==> src/rtl/conv_pkg.sv <==
// Shared sizing, derived counter widths and state encoding for the CONV sequencer.
package conv_pkg;

    localparam int DATA_W  = 3;
    localparam int SIG_LEN = 8;
    localparam int KER_LEN = 3;
    localparam int OUT_W   = 8;
    localparam int OUT_LEN = SIG_LEN - KER_LEN + 1;

    localparam int IDX_W = $clog2(SIG_LEN);
    localparam int K_W   = $clog2(KER_LEN);
    localparam int W_W   = $clog2(OUT_LEN);

    localparam logic [IDX_W-1:0] IDX_LAST = IDX_W'(SIG_LEN - 1);
    localparam logic [K_W-1:0]   K_LAST   = K_W'(KER_LEN - 1);
    localparam logic [W_W-1:0]   W_LAST   = W_W'(OUT_LEN - 1);

    typedef enum logic [1:0] {IDLE, LOAD, COMPUTE, SEND} state_t;

    // Signal sample feeding tap k of window w.
    function automatic logic [IDX_W-1:0] sig_index(logic [W_W-1:0] w, logic [K_W-1:0] k);
        return IDX_W'(w) + IDX_W'(k);
    endfunction

endpackage

==> src/rtl/conv_if.sv <==
// Frame input beats, shared-MAC control and CDC sender handshake of the CONV sequencer.
interface conv_if
    import conv_pkg::*;
();
    logic              in_valid;
    logic [DATA_W-1:0] in_data1;
    logic [DATA_W-1:0] in_data2;
    logic              mac_clr;
    logic              mac_en;
    logic [DATA_W-1:0] mac_a;
    logic [DATA_W-1:0] mac_b;
    logic [OUT_W-1:0]  mac_acc;
    logic              tx_valid;
    logic [OUT_W-1:0]  tx_data;
    logic              tx_busy;

    modport master (
        input  in_valid, in_data1, in_data2, mac_acc, tx_busy,
        output mac_clr, mac_en, mac_a, mac_b, tx_valid, tx_data
    );

    modport slave (
        output in_valid, in_data1, in_data2, mac_acc, tx_busy,
        input  mac_clr, mac_en, mac_a, mac_b, tx_valid, tx_data
    );
endinterface

==> src/rtl/conv_frame_buf.sv <==
// Per-frame register file: signal samples and kernel taps, one write port, two
// combinational read ports.
module conv_frame_buf
    import conv_pkg::*;
(
    input  logic              clk_1,
    input  logic              rst,
    input  logic              we,
    input  logic [IDX_W-1:0]  wr_idx,
    input  logic [DATA_W-1:0] wr_sig,
    input  logic [DATA_W-1:0] wr_ker,
    input  logic [IDX_W-1:0]  sig_idx,
    input  logic [K_W-1:0]    ker_idx,
    output logic [DATA_W-1:0] sig_rd,
    output logic [DATA_W-1:0] ker_rd
);
    logic [DATA_W-1:0] sig_mem [SIG_LEN];
    logic [DATA_W-1:0] ker_mem [KER_LEN];

    always_ff @(posedge clk_1) begin
        if (rst) begin
            for (int i = 0; i < SIG_LEN; i++) sig_mem[i] <= '0;
            for (int i = 0; i < KER_LEN; i++) ker_mem[i] <= '0;
        end else if (we) begin
            sig_mem[wr_idx] <= wr_sig;
            // Only the first KER_LEN beats carry kernel taps.
            if (wr_idx < IDX_W'(KER_LEN)) ker_mem[wr_idx[K_W-1:0]] <= wr_ker;
        end
    end

    assign sig_rd = sig_mem[sig_idx];
    assign ker_rd = ker_mem[ker_idx];
endmodule

==> src/rtl/conv_sched.sv <==
// CONV sequencer: loads a frame, drives the shared MAC one window at a time and
// pushes each result to the CDC sender.
module conv_sched
    import conv_pkg::*;
(
    input  logic   clk_1,
    input  logic   rst,
    conv_if.master bus,
    output logic   busy,
    output logic   done,
    output logic   frame_err,
    output state_t state
);
    // tx handshake: tx_valid is a one-cycle push, issued only from SEND while
    // tx_busy is low; tx_data is held until the next push.
    state_t            state_nx;
    logic [IDX_W-1:0]  idx, idx_nx;
    logic [W_W-1:0]    w, w_nx;
    logic [K_W-1:0]    k, k_nx;
    logic              err_nx;
    logic              buf_we;
    logic              op_on;
    logic              mac_en, mac_clr, tx_valid;
    logic [OUT_W-1:0]  tx_data_q;
    logic [DATA_W-1:0] sig_rd, ker_rd;

    conv_frame_buf u_buf (
        .clk_1   (clk_1),
        .rst     (rst),
        .we      (buf_we),
        .wr_idx  (idx),
        .wr_sig  (bus.in_data1),
        .wr_ker  (bus.in_data2),
        .sig_idx (sig_index(w, k)),
        .ker_idx (k),
        .sig_rd  (sig_rd),
        .ker_rd  (ker_rd)
    );

    always_ff @(posedge clk_1) begin
        if (rst) begin
            state     <= IDLE;
            idx       <= '0;
            w         <= '0;
            k         <= '0;
            frame_err <= 1'b0;
            tx_data_q <= '0;
        end else begin
            state     <= state_nx;
            idx       <= idx_nx;
            w         <= w_nx;
            k         <= k_nx;
            frame_err <= err_nx;
            if (tx_valid) tx_data_q <= bus.mac_acc;
        end
    end

    always_comb begin
        state_nx = state;
        idx_nx   = idx;
        w_nx     = w;
        k_nx     = k;
        err_nx   = 1'b0;
        buf_we   = 1'b0;
        op_on    = 1'b0;
        mac_en   = 1'b0;
        mac_clr  = 1'b0;
        tx_valid = 1'b0;
        done     = 1'b0;
        case (state)
            IDLE: begin
                if (bus.in_valid) begin
                    buf_we   = 1'b1;
                    idx_nx   = IDX_W'(1);
                    state_nx = LOAD;
                end
            end
            LOAD: begin
                if (bus.in_valid) begin
                    buf_we = 1'b1;
                    if (idx == IDX_LAST) begin
                        idx_nx   = '0;
                        w_nx     = '0;
                        k_nx     = '0;
                        state_nx = COMPUTE;
                    end else begin
                        idx_nx = idx + IDX_W'(1);
                    end
                end else begin
                    err_nx   = 1'b1;
                    idx_nx   = '0;
                    state_nx = IDLE;
                end
            end
            COMPUTE: begin
                op_on   = 1'b1;
                mac_en  = 1'b1;
                mac_clr = (k == '0);
                err_nx  = bus.in_valid;
                if (k == K_LAST) state_nx = SEND;
                else             k_nx     = k + K_W'(1);
            end
            SEND: begin
                // Operands stay on the last tap while waiting for the sender.
                op_on  = 1'b1;
                err_nx = bus.in_valid;
                if (!bus.tx_busy) begin
                    tx_valid = 1'b1;
                    k_nx     = '0;
                    if (w == W_LAST) begin
                        done     = 1'b1;
                        w_nx     = '0;
                        state_nx = IDLE;
                    end else begin
                        w_nx     = w + W_W'(1);
                        state_nx = COMPUTE;
                    end
                end
            end
            default: state_nx = IDLE;
        endcase
    end

    assign busy         = (state != IDLE);
    assign bus.mac_en   = mac_en;
    assign bus.mac_clr  = mac_clr;
    assign bus.mac_a    = op_on ? sig_rd : '0;
    assign bus.mac_b    = op_on ? ker_rd : '0;
    assign bus.tx_valid = tx_valid;
    assign bus.tx_data  = tx_valid ? bus.mac_acc : tx_data_q;
endmodule

==> src/flat_wrapper.sv <==
// flat-port wrapper written by rule: the top's interface ports become plain ports
module conv_sched_flat import conv_pkg::*;
  (clk_1, rst, busy, done, frame_err, state, bus_in_valid, bus_in_data1, bus_in_data2, bus_mac_acc, bus_tx_busy, bus_mac_clr, bus_mac_en, bus_mac_a, bus_mac_b, bus_tx_valid, bus_tx_data);
  conv_if bus_i ();
  input  logic clk_1;
  input  logic rst;
  output logic busy;
  output logic done;
  output logic frame_err;
  output state_t state;
  input wire logic [$bits(bus_i.in_valid)-1:0] bus_in_valid;
  input wire logic [$bits(bus_i.in_data1)-1:0] bus_in_data1;
  input wire logic [$bits(bus_i.in_data2)-1:0] bus_in_data2;
  input wire logic [$bits(bus_i.mac_acc)-1:0] bus_mac_acc;
  input wire logic [$bits(bus_i.tx_busy)-1:0] bus_tx_busy;
  output wire logic [$bits(bus_i.mac_clr)-1:0] bus_mac_clr;
  output wire logic [$bits(bus_i.mac_en)-1:0] bus_mac_en;
  output wire logic [$bits(bus_i.mac_a)-1:0] bus_mac_a;
  output wire logic [$bits(bus_i.mac_b)-1:0] bus_mac_b;
  output wire logic [$bits(bus_i.tx_valid)-1:0] bus_tx_valid;
  output wire logic [$bits(bus_i.tx_data)-1:0] bus_tx_data;
  assign bus_i.in_valid = bus_in_valid;
  assign bus_i.in_data1 = bus_in_data1;
  assign bus_i.in_data2 = bus_in_data2;
  assign bus_i.mac_acc = bus_mac_acc;
  assign bus_i.tx_busy = bus_tx_busy;
  assign bus_mac_clr = bus_i.mac_clr;
  assign bus_mac_en = bus_i.mac_en;
  assign bus_mac_a = bus_i.mac_a;
  assign bus_mac_b = bus_i.mac_b;
  assign bus_tx_valid = bus_i.tx_valid;
  assign bus_tx_data = bus_i.tx_data;
  conv_sched u_core (.clk_1(clk_1), .rst(rst), .bus(bus_i), .busy(busy), .done(done), .frame_err(frame_err), .state(state));
endmodule
==> config.mk <==
export PLATFORM = sky130hd
export DESIGN_NAME = conv_sched_flat
export DESIGN_NICKNAME = d
export VERILOG_FILES = /design/src/rtl/conv_pkg.sv /design/src/rtl/conv_if.sv /design/src/rtl/conv_frame_buf.sv /design/src/rtl/conv_sched.sv /design/src/flat_wrapper.sv
export SDC_FILE = /design/constraint.sdc
export NUM_CORES = 1
export LEC_CHECK = 0
export CORE_MARGIN = 3
export CORE_UTILIZATION = 40
export DETAILED_ROUTE_END_ITERATION = 6
export SLEW_MARGIN = 20
export SYNTH_ARGS = -nofsm -noshare
export SYNTH_HDL_FRONTEND = slang
export SYNTH_HIERARCHICAL = 1
export SYNTH_SLANG_ARGS = --single-unit
==> constraint.sdc <==
create_clock -name clk_1 -period 6.05 [get_ports clk_1]
set_input_delay 0.9075 -clock clk_1 [delete_from_list [all_inputs] [get_ports clk_1]]
set_output_delay 0.9075 -clock clk_1 [all_outputs]
set_load 0.01 [all_outputs]
### Word-level counts from Yosys, hierarchy flattened

Memories as Yosys holds them, arrays and structs flattened. A register that Yosys moved wholly into a read port is not among the register bits.
Index checks and enable logic that the tools add are counted.
W data, S select, Z words.

| word-level totals | value |
|---|---|
| memories kept | 2 |
| bits of input ports | 18 |
| bits in registers | 19 |
| RAM bits | 33 |

| cells by class | value |
|---|---|
| order comparisons | 1 |
| reduce and logical (&&, ||, !) cells | 14 |
| muxes and demuxes | 53 |
| $add $sub $neg | 4 |
| equality and inequality tests | 13 |

Memory list:

| name | depth | bits a word | read ports | clocked after Yosys merged registers in | write ports | line | RTL |
|---|---|---|---|---|---|---|---|
| u_core.u_buf.sig_mem | 8 | 3 | 1 | 0 | 8 | conv_frame_buf.sv:17 | `logic [DATA_W-1:0] sig_mem [SIG_LEN];` |
| u_core.u_buf.ker_mem | 3 | 3 | 1 | 1 | 3 | conv_frame_buf.sv:18 | `logic [DATA_W-1:0] ker_mem [KER_LEN];` |

Operators by type and width:

| kind | number |
|---|---|
| $mux W3 | 12 |
| $mux W2 | 13 |
| $mux W1 | 22 |
| $pmux W3 S2 | 2 |
| $mux W8 | 1 |
| $ne A2 B2 Y1 const B | 4 |
| $pmux W2 S4 | 1 |
| $reduce_and A4 Y1 | 2 |
| $add A3 B1 Y3 const B | 2 |
| $eq A2 B2 Y1 const B | 3 |
| $eq A3 B3 Y1 const B | 2 |
| $pmux W2 S3 | 1 |
| $reduce_bool A2 Y1 | 3 |
| $reduce_or A3 Y1 | 2 |
| $reduce_and A5 Y1 | 1 |
| $logic_not A2 Y1 | 2 |
| $ne A2 B1 Y1 const B | 2 |
| $reduce_or A2 Y1 | 2 |
| $add A3 B2 Y3 | 1 |
| $lt A3 B2 Y1 const B | 1 |
| $ne A3 B2 Y1 const B | 1 |
| $reduce_bool A3 Y1 | 1 |
| $add A2 B1 Y2 const B | 1 |
| $eq A2 B1 Y1 const B | 1 |
| 2 further kinds | 2 |

### Logic depth before layout (Yosys ltp)

| depth | value |
|---|---|
| depth in word-level cells | 8 |
| depth in mapped cells | 7 |
| depth with buffers taken out | 7 |

### Modules after synthesis

The synthesis kept the hierarchy.

Modules (own cells, without submodules):

| module | cells an instance | area an instance (sq um) | times used | sequential area each (sq um) |
|---|---|---|---|---|
| conv_frame_buf | 116 | 1,705.4 | 1 | 1,081.0 |
| conv_sched | 104 | 1,011.0 | 1 | 380.4 |

### Worst setup path after synthesis

No wires, ideal clock.

| path | value |
|---|---|
| kind | reg-to-output |
| from | reg u_core.k[0] |
| to | out bus_mac_a[0] |
| arrival time | 2,141 ps |
| setup slack | 3,002 ps |
| buffers on the path | 0 |
| stages on the path, launching flop included | 8 |
| data required time | 5,142 ps |
| cell sequence | dfxtp_1 > ha_1 > inv_1 > fa_1 > xnor2_1 > mux4_1 > mux2_2 > and2_1 |

| on the way | value |
|---|---|
| cells in the longest elaborated chain, start to end | 3 |

Ends and longest elaborated chain:

| item | line | RTL |
|---|---|---|
| from (decl) | conv_sched.sv:19 | `logic [K_W-1:0] k, k_nx;` |
| from (signal assigned) | conv_sched.sv:52 | `k <= k_nx;` |
| $add A3 B2 Y3 | conv_pkg.sv:22 | `return IDX_W'(w) + IDX_W'(k);` |
| $mem_v2 Z8 W3 | -- |  |
| via u_core.sig_rd[0] | conv_sched.sv:25 | `logic [DATA_W-1:0] sig_rd, ker_rd;` |
| $mux W3 | conv_sched.sv:127 | `assign bus.mac_a = op_on ? sig_rd : '0;` |
| to (decl) | flat_wrapper.sv:18 | `output wire logic [$bits(bus_i.mac_a)-1:0] bus_mac_a;` |

The timed path passes the listed nets, and every way through them passes these cells.

### Final worst setup path

| path | value |
|---|---|
| from | reg u_core.k[0] |
| to | out bus_mac_a[1] |

The elaborated chain is that of the path after synthesis.

==> qor.txt <==
Via count - 1,753
Hold Slack - 0.5355 ns
Port Buffers - 39
Synth Cell Area - 2716 um^2
Post-cts sizing count - 0
Maxcap violations - 0
Mapped Avg Cell Area - 12.35 um^2
Rel. slew slack - 46.51%
Post-synthesis register bit count - 55
Mux share of post-synthesis cell area - 14.14%
Fin Clk Skew - 0.008870 ns
Fmax achieved - 0.2461 GHz
Die Y - 88.41 um
Final core utilization - 49.88%
Slew Viols, Final - 0
Worst EP arrival - 3.16 ns
Sequential share of power - 61.2%
Count of clock tree sinks - 55
CP max FO - 6
Final nets - 276
Design Area, Final - 3222 um^2
Synth-to-layout area growth - 18.61%
Placed Cells incl. Taps - 322
Mapped Cells - 220
WL final - 5.222 mm
Initial antenna violation count - 0
Worst reg2reg startpoint - u_core/state[1]$_SDFFE_PP0P_
Hold_buf cts - 0
Internal power - 0.5369 mW
# H-tree levels - 2
Area of the core - 6459 um^2
Crit path from - u_core/k[0]$_SDFFE_PP0P_
Die ar. - 7815 um^2
Setup violators final - 0
Startpoint types - flip-flop
Vias per cell - 5.312
DR iter-0 viols - 138
TritonCTS buffer count - 5
Switching Share - 21.61%
Die Wd - 88.41 um
Avg WL per Cell - 15.82 um
Final worst path period need - 4.063 ns
Critical path class - flip-flop to output pin
ANT cells - 0
DRC - 0
Rows - 29
Filler instances - 593
Largest net degree at the start of global routing - 34
Pleak - 1.171 nW
CTS root buffer - clkbuf_8
Largest family of logic cells by synthesized area - simple AND/OR/NAND/NOR gates
Total track usage - 14.25%
I/O Pins - 40
Proportion of power drawn by the clock network - 31.7%
Req. time, crit path - 5.14 ns
Starting Density - 42.06%
Peak supply drop - 0.09863 mV
Clk_lat worst skew - 0.31 ns
Share of post-route cells with drive strength above 1 - 11.07%
Clock-pin slew on the worst setup and hold paths - 0.10 ns
TNS Setup - 0 ns
Share of the clock period used by the worst path - 67.16%
Synth cell types - 44
CTS tree - built
Comb power frac - 7.0%
RSZ-0062 raised after global routing - no
P_sw - 0.1480 mW
Routability cong. - 0.7786
Final number of hold-violating endpoints - 0
Most frequent cells in the layout - clkdlybuf4s50_1, edfxtp_1, nor3_1
Compound-Gate Fraction of Synth Area - 5.942%
CTS Buffer Depth - 2
Actual slew at the worst max-slew pin - 0.8024 ns
Post-Synth XOR/XNOR Area - 0.3224%
DP Area - 3124 um^2
Register area share after synthesis - 53.80%
ANT nets after route - 0
PwrDens - 212.6 nW/um^2
Status - complete, no violations
GRT overflow - 0
DR pass1 iterations - 4
Post-synthesis adder-cell area fraction - 3.040%
Hpwl dp - 3.732 mm
Wire length of the first global-routing pass - 8.376 mm
Commonest non-fill, non-tap cell in the layout - clkdlybuf4s50_1
Vias in the first global route - 1,666
Finished Layout Cells - 330
Hold_sp - u_core/w[0]$_SDFFE_PP0P_
Setup crit end kind - output pin
Yosys warns - 6
Synth Area in Simple Gates - 17.37%
Hold crit path type - flip-flop to flip-flop
Post-CTS Repair Setup Buffers - 0
[cells by family (layout without fill, tap and decap cells)]
family | count (synthesis) | count (layout)
flip-flops | 55 | 55
AND/OR/NAND/NOR | 82 | 82
other | 1 | 3
buffers and inverters | 30 | 61
XOR/XNOR | 1 | 1
multiplexers | 22 | 22
adder cells (fa/ha/maj) | 6 | 6
AO/OA/AOI/OAI | 23 | 23
[layer usage]
layer  vias up  part of all wire, %  track usage, %
met5         -                    0               0
li1        872                    -               -
met2        37                   45           22.03
met1       837                   48           19.52
met4         0                  1.3           4.533
met3         7                  5.0           4.004
[sequential cells by signal, summed over array words and instances (netlist names)]
signal and cells:
u_core/tx_data_q 8, u_core/u_buf/ker_mem 12, u_core/k 2, u_core/w 3
u_core/frame_err 1, u_core/state 2, u_core/idx 3, u_core/u_buf/sig_mem 24
[worst max-delay path, cell delays in order (launching register included)]
cell and delay [ns]:
dfxtp_1 0.52, ha_1 0.21, inv_1 0.05, fa_1 0.37, xnor2_1 0.44, mux4_1 0.38, mux2_2 0.27, and2_1 0.15
clkdlybuf4s50_1 0.47
[through the flow]
step / power [mW] / worst slack, ns
2_1_floorplan: 0.4536 / 3.002
3_3_place_gp: 0.4759 / 2.380
3_5_place_dp: 0.4766 / 2.266
4_1_cts: 0.6942 / 1.905
5_1_grt: 0.7140 / 1.749
6_report: 0.6849 / 1.987
[final cells by class]
cell class,instances,area (um^2),share of cell area [%]
sequential,55,1461,45.36
timing repair buffer,40,397.9,12.35
clock buffer,5,68.82,2.136
multi-input combinational,137,1120,34.76
inverter,13,48.80,1.515
clock inverter,3,28.78,0.8932
tap,77,96.34,2.990
[power by group through the flow]
stage | registers (mW) | logic [mW] | clock network [mW]
final | 0.419 | 0.0481 | 0.217
after CTS | 0.420 | 0.0486 | 0.226
after floorplan | 0.424 | 0.0297 | 0
after detailed placement | 0.428 | 0.0484 | 0
after global placement | 0.428 | 0.0478 | 0
after global routing | 0.421 | 0.0530 | 0.240
[worst paths after layout]
kind                                              end  slack, ns  cells after the start
max                                      bus_mac_a[1]       1.99                      8
min                          u_core/w[0]$_SDFFE_PP0P_       0.54                      2
max reg2reg  u_core/u_buf/ker_mem[0][0]$_SDFFCE_PN0P_       3.67                      3
min reg2reg                  u_core/w[0]$_SDFFE_PP0P_       0.54                      2
[cells in the mapped netlist, drive strengths merged]
cell type	n	area, um^2
mux2i	2	20.02
nand2	7	26.28
a21oi	4	20.02
buf	8	60.05
o21ai	1	5.000
and2	7	43.79
nand3b	2	27.53
nor2	4	15.01
and3b	1	8.760
a22oi	2	15.01
nor3b	1	7.510
clkbuf	9	33.78
a211oi	1	7.510
a31oi	1	6.260
nand4	2	12.51
o32ai	1	8.760
nand4b	2	17.52
inv	10	37.54
a2111oi	1	8.760
nand2b	4	25.02
clkinv	3	11.26
xnor2	1	8.760
conb	1	3.750
or2	3	18.77
dfxtp	19	380.4
nor3	35	175.2
mux2	11	138.9
and2b	1	7.510
mux4	9	225.2
or3b	2	17.52
edfxtp	36	1081
nand3	1	5.000
nor2b	9	56.30
or4	1	7.510
o21bai	12	90.09
fa	1	20.02
ha	5	62.56
Power figures use the tool's default switching activity.
